==> src/rtl/variable_pkg.sv <==
// Shared constants, FSM state type and hit-point helper for the throw-game controller.
package variable_pkg;

  localparam logic PLAYER_1 = 1'b0;
  localparam logic PLAYER_2 = 1'b1;

  localparam logic [6:0] HP_MAX = 7'd100;

  typedef enum logic [1:0] {
    IDLE      = 2'd0,
    CHARGE    = 2'd1,
    FLIGHT    = 2'd2,
    GAME_OVER = 2'd3
  } turn_state_t;

  // The simulator's 7-bit subtraction wraps, so anything above HP_MAX is a dead player too.
  function automatic logic is_dead(input logic [6:0] hp);
    return (hp == 7'd0) || (hp > HP_MAX);
  endfunction

endpackage

==> src/rtl/btn_edge.sv <==
// Rising-edge detector for an already-synchronised button level.
// The previous-level flop resets high so a button held through reset yields no edge.
module btn_edge (
  input  logic clk_i,
  input  logic rst_ni,
  input  logic btn_i,
  output logic rise_o
);

  logic prev_q;

  always_ff @(posedge clk_i or negedge rst_ni) begin
    if (!rst_ni) prev_q <= 1'b1;
    else         prev_q <= btn_i;
  end

  assign rise_o = btn_i & ~prev_q;

endmodule

==> src/rtl/turn_ctrl.sv <==
// Throw-game flow controller: charge speed from the button, launch, alternate turns, latch game over.
// Defining TURN_CTRL_TIMEOUT_EN adds a flight watchdog that hands the turn over if end_throw never arrives.
module turn_ctrl
  import variable_pkg::*;
#(
  parameter int CHARGE_TICK    = 3_000_000,
  parameter int MIN_SPEED      = 1,
  parameter int MAX_SPEED      = 31,
  parameter int FLIGHT_TIMEOUT = 600_000_000
) (
  input  logic       clk60MHz,
  input  logic       rst_n,
  input  logic       btn_throw,
  input  logic       end_throw,
  input  logic [6:0] hp_player1,
  input  logic [6:0] hp_player2,
  output logic       throw_flag,
  output logic       turn,
  output logic [4:0] speed,
  output logic       charging,
  output logic       game_over,
  output logic       winner
);

  localparam int TICK_W = (CHARGE_TICK > 1) ? $clog2(CHARGE_TICK) : 1;
  localparam logic [TICK_W-1:0] TICK_LAST = TICK_W'(CHARGE_TICK - 1);
  localparam logic [4:0] MIN_SPD = 5'(MIN_SPEED);
  localparam logic [5:0] MAX_SPD = 6'(MAX_SPEED);

  turn_state_t       state_q, state_d;
  logic [TICK_W-1:0] tick_q, tick_d;
  logic [4:0]        speed_q, speed_d;
  logic              turn_q, turn_d;
  logic              throw_q, throw_d;
  logic              charging_q, charging_d;
  logic              over_q, over_d;
  logic              winner_q, winner_d;
  logic              btn_rise;
  logic [5:0]        speed_inc;
  logic              dead1, dead2;

  btn_edge u_btn_edge (
    .clk_i  (clk60MHz),
    .rst_ni (rst_n),
    .btn_i  (btn_throw),
    .rise_o (btn_rise)
  );

  assign speed_inc = {1'b0, speed_q} + 6'd1;
  assign dead1     = is_dead(hp_player1);
  assign dead2     = is_dead(hp_player2);

`ifdef TURN_CTRL_TIMEOUT_EN
  localparam logic [29:0] FLIGHT_LAST = 30'(FLIGHT_TIMEOUT - 1);
  logic [29:0] flight_q, flight_d;
`else
  logic unused_timeout;
  assign unused_timeout = (FLIGHT_TIMEOUT == 0);
`endif

  always_comb begin
    state_d    = state_q;
    tick_d     = tick_q;
    speed_d    = speed_q;
    turn_d     = turn_q;
    throw_d    = 1'b0;
    charging_d = 1'b0;
    over_d     = over_q;
    winner_d   = winner_q;
`ifdef TURN_CTRL_TIMEOUT_EN
    flight_d   = 30'd0;
`endif
    case (state_q)
      IDLE: begin
        speed_d = MIN_SPD;
        if (btn_rise) begin
          state_d    = CHARGE;
          tick_d     = '0;
          charging_d = 1'b1;
        end
      end
      CHARGE: begin
        if (!btn_throw) begin
          state_d = FLIGHT;
          throw_d = 1'b1;
        end else begin
          charging_d = 1'b1;
          if (tick_q == TICK_LAST) begin
            tick_d = '0;
            if (speed_inc <= MAX_SPD) speed_d = speed_inc[4:0];
          end else begin
            tick_d = tick_q + TICK_W'(1);
          end
        end
      end
      FLIGHT: begin
        if (end_throw) begin
          if (dead1 || dead2) begin
            state_d  = GAME_OVER;
            over_d   = 1'b1;
            winner_d = (dead1 && dead2) ? turn_q : (dead2 ? PLAYER_1 : PLAYER_2);
          end else begin
            state_d = IDLE;
            turn_d  = ~turn_q;
            speed_d = MIN_SPD;
          end
        end
`ifdef TURN_CTRL_TIMEOUT_EN
        else if (flight_q == FLIGHT_LAST) begin
          state_d = IDLE;
          turn_d  = ~turn_q;
          speed_d = MIN_SPD;
        end else begin
          flight_d = flight_q + 30'd1;
        end
`endif
      end
      default: ;
    endcase
  end

  always_ff @(posedge clk60MHz or negedge rst_n) begin
    if (!rst_n) begin
      state_q    <= IDLE;
      tick_q     <= '0;
      speed_q    <= MIN_SPD;
      turn_q     <= PLAYER_1;
      throw_q    <= 1'b0;
      charging_q <= 1'b0;
      over_q     <= 1'b0;
      winner_q   <= PLAYER_1;
    end else begin
      state_q    <= state_d;
      tick_q     <= tick_d;
      speed_q    <= speed_d;
      turn_q     <= turn_d;
      throw_q    <= throw_d;
      charging_q <= charging_d;
      over_q     <= over_d;
      winner_q   <= winner_d;
    end
  end

`ifdef TURN_CTRL_TIMEOUT_EN
  always_ff @(posedge clk60MHz or negedge rst_n) begin
    if (!rst_n) flight_q <= 30'd0;
    else        flight_q <= flight_d;
  end
`endif

  assign throw_flag = throw_q;
  assign turn       = turn_q;
  assign speed      = speed_q;
  assign charging   = charging_q;
  assign game_over  = over_q;
  assign winner     = winner_q;

endmodule
==> config.mk <==
export PLATFORM = sky130hd
export DESIGN_NAME = turn_ctrl
export DESIGN_NICKNAME = d
export VERILOG_FILES = /design/src/rtl/variable_pkg.sv /design/src/rtl/btn_edge.sv /design/src/rtl/turn_ctrl.sv
export SDC_FILE = /design/constraint.sdc
export NUM_CORES = 1
export LEC_CHECK = 0
export ABC_CLOCK_PERIOD_IN_PS = 5810
export BUFFER_PORTS_ARGS = -buffer_cell sky130_fd_sc_hd__buf_2
export CORE_ASPECT_RATIO = 0.8
export CORE_MARGIN = 2
export CORE_UTILIZATION = 55
export CTS_BUF_LIST = sky130_fd_sc_hd__clkbuf_8
export DETAILED_ROUTE_END_ITERATION = 10
export MAX_ROUTING_LAYER = met4
export PLACE_DENSITY_LB_ADDON = 0.1
export SYNTH_ARGS = -nofsm -noshare
export SYNTH_HDL_FRONTEND = slang
export SYNTH_HIERARCHICAL = 1
export SYNTH_SLANG_ARGS = --single-unit
==> constraint.sdc <==
create_clock -name clk60MHz -period 5.81 [get_ports clk60MHz]
set_clock_uncertainty 0.05 [all_clocks]
set_input_delay 0.2905 -clock clk60MHz [delete_from_list [all_inputs] [get_ports clk60MHz]]
set_output_delay 0.2905 -clock clk60MHz [all_outputs]
set_load 0.01 [all_outputs]
# Yosys cells after proc, flatten, opt, wreduce, memory -nomap -nowiden
# Index checks and enable logic that the tools add are counted.
dict set report totals {
  ff_bits 35
  latch_bits 0
  mem_bits_rw 0
  romBits 0
  in_bits 18
  output_inout_bits 10
  elab_cells 64
  memories 0
}
dict set report op_classes {
  n_addsub 2
  n_mul 0
  div_mod_pow 0
  order_cmp 3
  eq_ne 10
  n_shift 0
  n_mux 22
  n_bitwise 4
  n_reduce_logical 14
}
# op n
set op_table {}
lappend op_table {{$mux 22} 3}
lappend op_table {{$pmux 22 s2} 1}
lappend op_table {{$mux 5} 5}
lappend op_table {{$add 22x1->22 const B} 1}
lappend op_table {{$eq 22x22->1 const B} 1}
lappend op_table {{$pmux 5 s3} 1}
lappend op_table {{$gt 7x7->1 const B} 2}
lappend op_table {{$logic_not 7->1} 2}
lappend op_table {{$ne 2x2->1 const B} 7}
lappend op_table {{$reduce_and 3->1} 3}
lappend op_table {{$mux 2} 4}
lappend op_table {{$add 5x1->6 const B} 1}
lappend op_table {{$le 6x5->1 const B} 1}
lappend op_table {{$mux 1} 6}
lappend op_table {{$pmux 2 s3} 1}
lappend op_table {{$reduce_and 6->1} 1}
lappend op_table {{$reduce_and 4->1} 1}
lappend op_table {{$logic_or 1x1->1} 3}
lappend op_table {{$not 1->1} 3}
lappend op_table {{$reduce_bool 3->1} 1}
lappend op_table {{$eq 2x1->1 const B} 1}
lappend op_table {{$eq 2x2->1 const B} 1}
lappend op_table {{$logic_not 2->1} 1}
lappend op_table {{$pmux 1 s2} 1}
lappend op_table {{3 further kinds} 3}

# Logic depth before layout (Yosys ltp)
dict set report depth {
  depth_word 6
  ltp_mapped 10
  mapped_depth_nobuf 8
}

# Modules after synthesis
# Netlist, hierarchy kept.
# mod n_inst cells_each area_each_um2 seq_area_each_um2
set modules_own_cells {}
lappend modules_own_cells {turn_ctrl 1 211 1924.3 852.1}
lappend modules_own_cells {btn_edge 1 2 40.0 26.3}

# Least setup slack after synthesis
# OpenSTA, ideal clock, no wires.
dict set report synth_path {
  path_type {reg-to-reg}
  startpoint {register tick_q[13]}
  endpoint {register tick_q[11]}
  setup_ns 0.126
  arrival_ns 2.385
  required_time_ns 5.634
  setup_slack_ns 3.249
  stages_incl_launch_ff 8
  n_path_buf 2
  synth_period_minus_slack_ns 2.561
  path_cell_list {dfrtp_1 > or4b_1 > or4_4 > o41ai_4 > and2_2 > clkbuf_1 > buf_4 > a21oi_1}
}
dict set report synth_via {
  elab_chain_cells 4
}
# item line
set synth_rtl {}
lappend synth_rtl {{start, declared} turn_ctrl.sv:31} ;# logic [TICK_W-1:0] tick_q, tick_d;
lappend synth_rtl {{start signal, assigned} turn_ctrl.sv:134} ;# tick_q <= tick_d;
lappend synth_rtl {{$eq 22x22->1} turn_ctrl.sv:88} ;# if (tick_q == TICK_LAST) begin
lappend synth_rtl {{$mux 22} turn_ctrl.sv:88}
lappend synth_rtl {{$mux 22} turn_ctrl.sv:83} ;# if (!btn_throw) begin
lappend synth_rtl {{$pmux 22 s2} turn_ctrl.sv:73} ;# case (state_q)
# Every way passes these cells. The select of a mux whose other input is x is not followed.
# A chain may end at the register's enable or synchronous reset.

# Final worst setup path
dict set report layout_path {
  startpoint {register tick_q[13]}
  endpoint {register speed_q[3] (netlist: speed[3])}
}
dict set report layout_via {
  elab_chain_cells 3
}
# item line
set layout_rtl {}
lappend layout_rtl {{$eq 22x22->1} turn_ctrl.sv:88}
lappend layout_rtl {{$ne 2x2->1 (no source line)} -}
lappend layout_rtl {{$reduce_and 6->1 (no source line)} -}
lappend layout_rtl {{end signal, assigned} turn_ctrl.sv:135} ;# speed_q <= speed_d;
lappend layout_rtl {{end, declared} turn_ctrl.sv:32} ;# logic [4:0] speed_q, speed_d;
# Every way passes these cells.

==> flow_summary.ini <==
[critical_path]
cp.arrival_ns = 2.90
cp.required_ns = 5.97
endpoint_kind = register
critPathKind = reg -> reg
crit_family = simple AND/OR/NAND/NOR gates
slowest_delay_ns = 0.53
path_cells = or4b_1 -> or4_4 -> o41ai_4 -> nand2_4 -> or4_1 -> a21oi_1
critPathBufInv = 0
startpoint_type = register
crit_slowest_cell = or4b_1
crit_path_max_fanout = 8

[synthesis]
syn_area_sq_um = 1960
synthArstFlopShare_pct = 100
netlist_instances = 213
ys_seq_elements = 35
synth-edff-count = 0
ys_seq_area_share_pct = 44.7
synth_area_per_cell_sq_um = 9.22
synth_xor_area_share_pct = 4.46
synth_cell_types = 42
yosys_warnings = 6
synth_compound_area_share_pct = 16.3
synth_top_family_by_area = simple AND/OR/NAND/NOR gates
synthMuxAreaShare_pct = 0
synth_flop_cell = dfrtp_1
yosys.area_share.simple_pct = 25.8
synthAdderAreaFrac_pct = 4.46
synth_nets = 238

[power]
intPower_uw = 492
ir_worst_vdd_v = 0.000302
power.leakage_uw = 0.00102
seq_power_share_pct = 39.5
netSwitchingPower_uw = 308
powerDensity_nw_per_um2 = 363
power.share.switching_pct = 38.5
combPwrFrac_pct = 38.2
power.total_uw = 800
clkPwrFrac_pct = 22.3

[placement]
gp_congestion = 0.831
portBuffers = 27
hpwl_um = 2800

[status]
status = finished clean

[timing]
period_minus_slack_ns = 2.74
drv_slew = 0
max_freq_mhz = 365
setup_tns_ns = 0
hold_viol = 0
rsz0062_at_grt = false
relSlewSlack_pct = 48.2
setup_viol = 0
period_share_pct = 47.1
tightest_slew_ns = 0.777

[floorplan]
start_util_pct = 57.4
die_w_um = 70.8
fp-row-count = 19
num_io_pins = 28
core-area_sq_um = 3420
dieArea_sq_um = 4070
die_h_um = 57.5

[grt]
first_global_vias = 1451
track_usage_pct = 21.9
grt_pass1_wl_um = 6780
gr-total-overflow = 0
antenna_found_initial = 0
grt_max_degree = 36

[clocking]
clock_path_buffers = 2
post-cts-setup-buffers = 0
clock_latency_ns = 0.29
cts.sinks = 35
cts_buffers = 5
clkTransAtPathRegs_ns = 0.07
cts_resized = 0
cts_hold_buffers = 0
cts_tree = done
clock-root-buffer = clkbuf_8
cts.htree.levels = 2

[route]
num_vias = 1616
drtAntennaViolNets = 0
drc = 0
vias_per_cell = 5.67
wl_per_cell_um = 13.6
routed_wl_um = 3880
firstDrtPassIters = 4
initialDrtViolationCount = 92

[finish]
drive_gt1_share_pct = 19.8
area_growth_pct = 12.2
diodes = 0
nNetsFinal = 267

[worst_hold_path]
hold_path.class = in -> async

[job]
max-cap-violations = 0
through the flow:
stage	instances	setup WS [ns]	utilization (%)	hold WS (ns)	cell area, sq um
floorplan	213	3.25	-	-0.0551	1960
global placement	277	3.17	61.7	0.370	2110
detailed placement	277	3.11	61.7	0.368	2110
CTS	285	3.09	64.4	0.0541	2200
global route	285	2.94	64.4	0.0719	2200
finish	285	3.07	64.4	0.0243	2200
path summary, 6_finish.rpt:
| kind | startpoint | end | slack, ns | cells after the start |
|---|---|---|---|---|
| setup / recovery | tick_q[13]$_DFFE_PN0P_ | speed[3]$_DFFE_PN0P_ | 3.07 | 6 |
| hold / removal | rst_n | winner$_DFFE_PN0P_ | 0.02 | 1 |
| setup reg to reg | tick_q[13]$_DFFE_PN0P_ | speed[3]$_DFFE_PN0P_ | 3.07 | 6 |
| hold reg to reg | game_over$_DFFE_PN0P_ | game_over$_DFFE_PN0P_ | 0.41 | 1 |
| max in group asynchronous | rst_n | turn$_DFFE_PN0P_ | 5.18 | 1 |
| min in group clk60MHz | btn_throw | u_btn_edge/prev_q$_DFF_PN1_ | 0.09 | 1 |
flip-flops by register name (all words and copies together) (netlist names):
register	cells
game_over	1
throw_flag	1
winner	1
turn	1
u_btn_edge/prev_q	1
charging	1
speed	5
state_q	2
tick_q	22
layout by cell type (no fill, tap or decap), drive strengths merged, types with 4 or more instances in the layout:
| cell | Yosys | routed |
|---|---|---|
| o21ai | 21 | 21 |
| and3 | 10 | 10 |
| buf | 4 | 28 |
| nand2 | 20 | 20 |
| inv | 10 | 11 |
| nand3 | 13 | 13 |
| xor2 | 4 | 4 |
| a21oi | 13 | 13 |
| clkbuf | 2 | 6 |
| xnor2 | 6 | 6 |
| o31ai | 7 | 7 |
| ha | 7 | 7 |
| nand4 | 4 | 4 |
| or3 | 8 | 8 |
| nor2 | 19 | 19 |
| nor3 | 5 | 5 |
| dfrtp | 33 | 33 |
Yosys cell counts, types with 2 or more instances:
| cell type | n | share of area [%] |
|---|---|---|
| or3_1 | 8 | 2.5 |
| and3_2 | 2 | 0.76 |
| clkbuf_1 | 2 | 0.38 |
| o211ai_1 | 2 | 0.76 |
| o31ai_1 | 7 | 2.7 |
| nand2_1 | 19 | 3.6 |
| xor2_1 | 4 | 1.8 |
| nand3_1 | 13 | 3.3 |
| nor3_1 | 5 | 1.3 |
| a31oi_1 | 2 | 0.64 |
| or2_2 | 2 | 0.64 |
| nand2b_1 | 2 | 0.64 |
| dfrtp_1 | 33 | 42 |
| nor2_1 | 19 | 3.6 |
| and3_1 | 8 | 2.5 |
| xnor2_1 | 6 | 2.7 |
| dfstp_2 | 2 | 2.7 |
| and4_1 | 2 | 0.89 |
| ha_1 | 7 | 4.5 |
| inv_1 | 10 | 1.9 |
| a21oi_1 | 13 | 3.3 |
| nand4_1 | 4 | 1.3 |
| nor4_1 | 2 | 0.64 |
| o21ai_0 | 21 | 5.4 |
logic make-up after synthesis:
logic type      Yosys count
compound gates           51
simple gates             94
buf+inv                  16
xor+xnor                 10
fa+ha+maj                 7
flops                    35
final cells by class:
class	count	area, sq um
well taps	42	52.6
flip-flops and latches	35	878
clock inverters	2	8.76
fillers	302	1220
clock buffers	6	82.6
multi-input cells	162	1000
inverters	10	37.5
repair buffers	28	143
metal layers:
layer,up-vias,share of wire (%),global-route usage (%)
met5,-,0,-
met4,0,0.36,8.09
met3,2,3.5,4.77
met2,29,42,30.2
met1,763,54,31.7
li1,822,-,-
power groups by stage:
stage / Combinational, uW / Clock (uW) / Sequential, uW
2_1_floorplan: 222 / 0 / 328
3_3_place_gp: 302 / 0 / 321
3_5_place_dp: 308 / 0 / 321
4_1_cts: 308 / 183 / 317
5_1_grt: 348 / 196 / 323
6_report: 305 / 178 / 316
(Power assumes the default switching activity.)
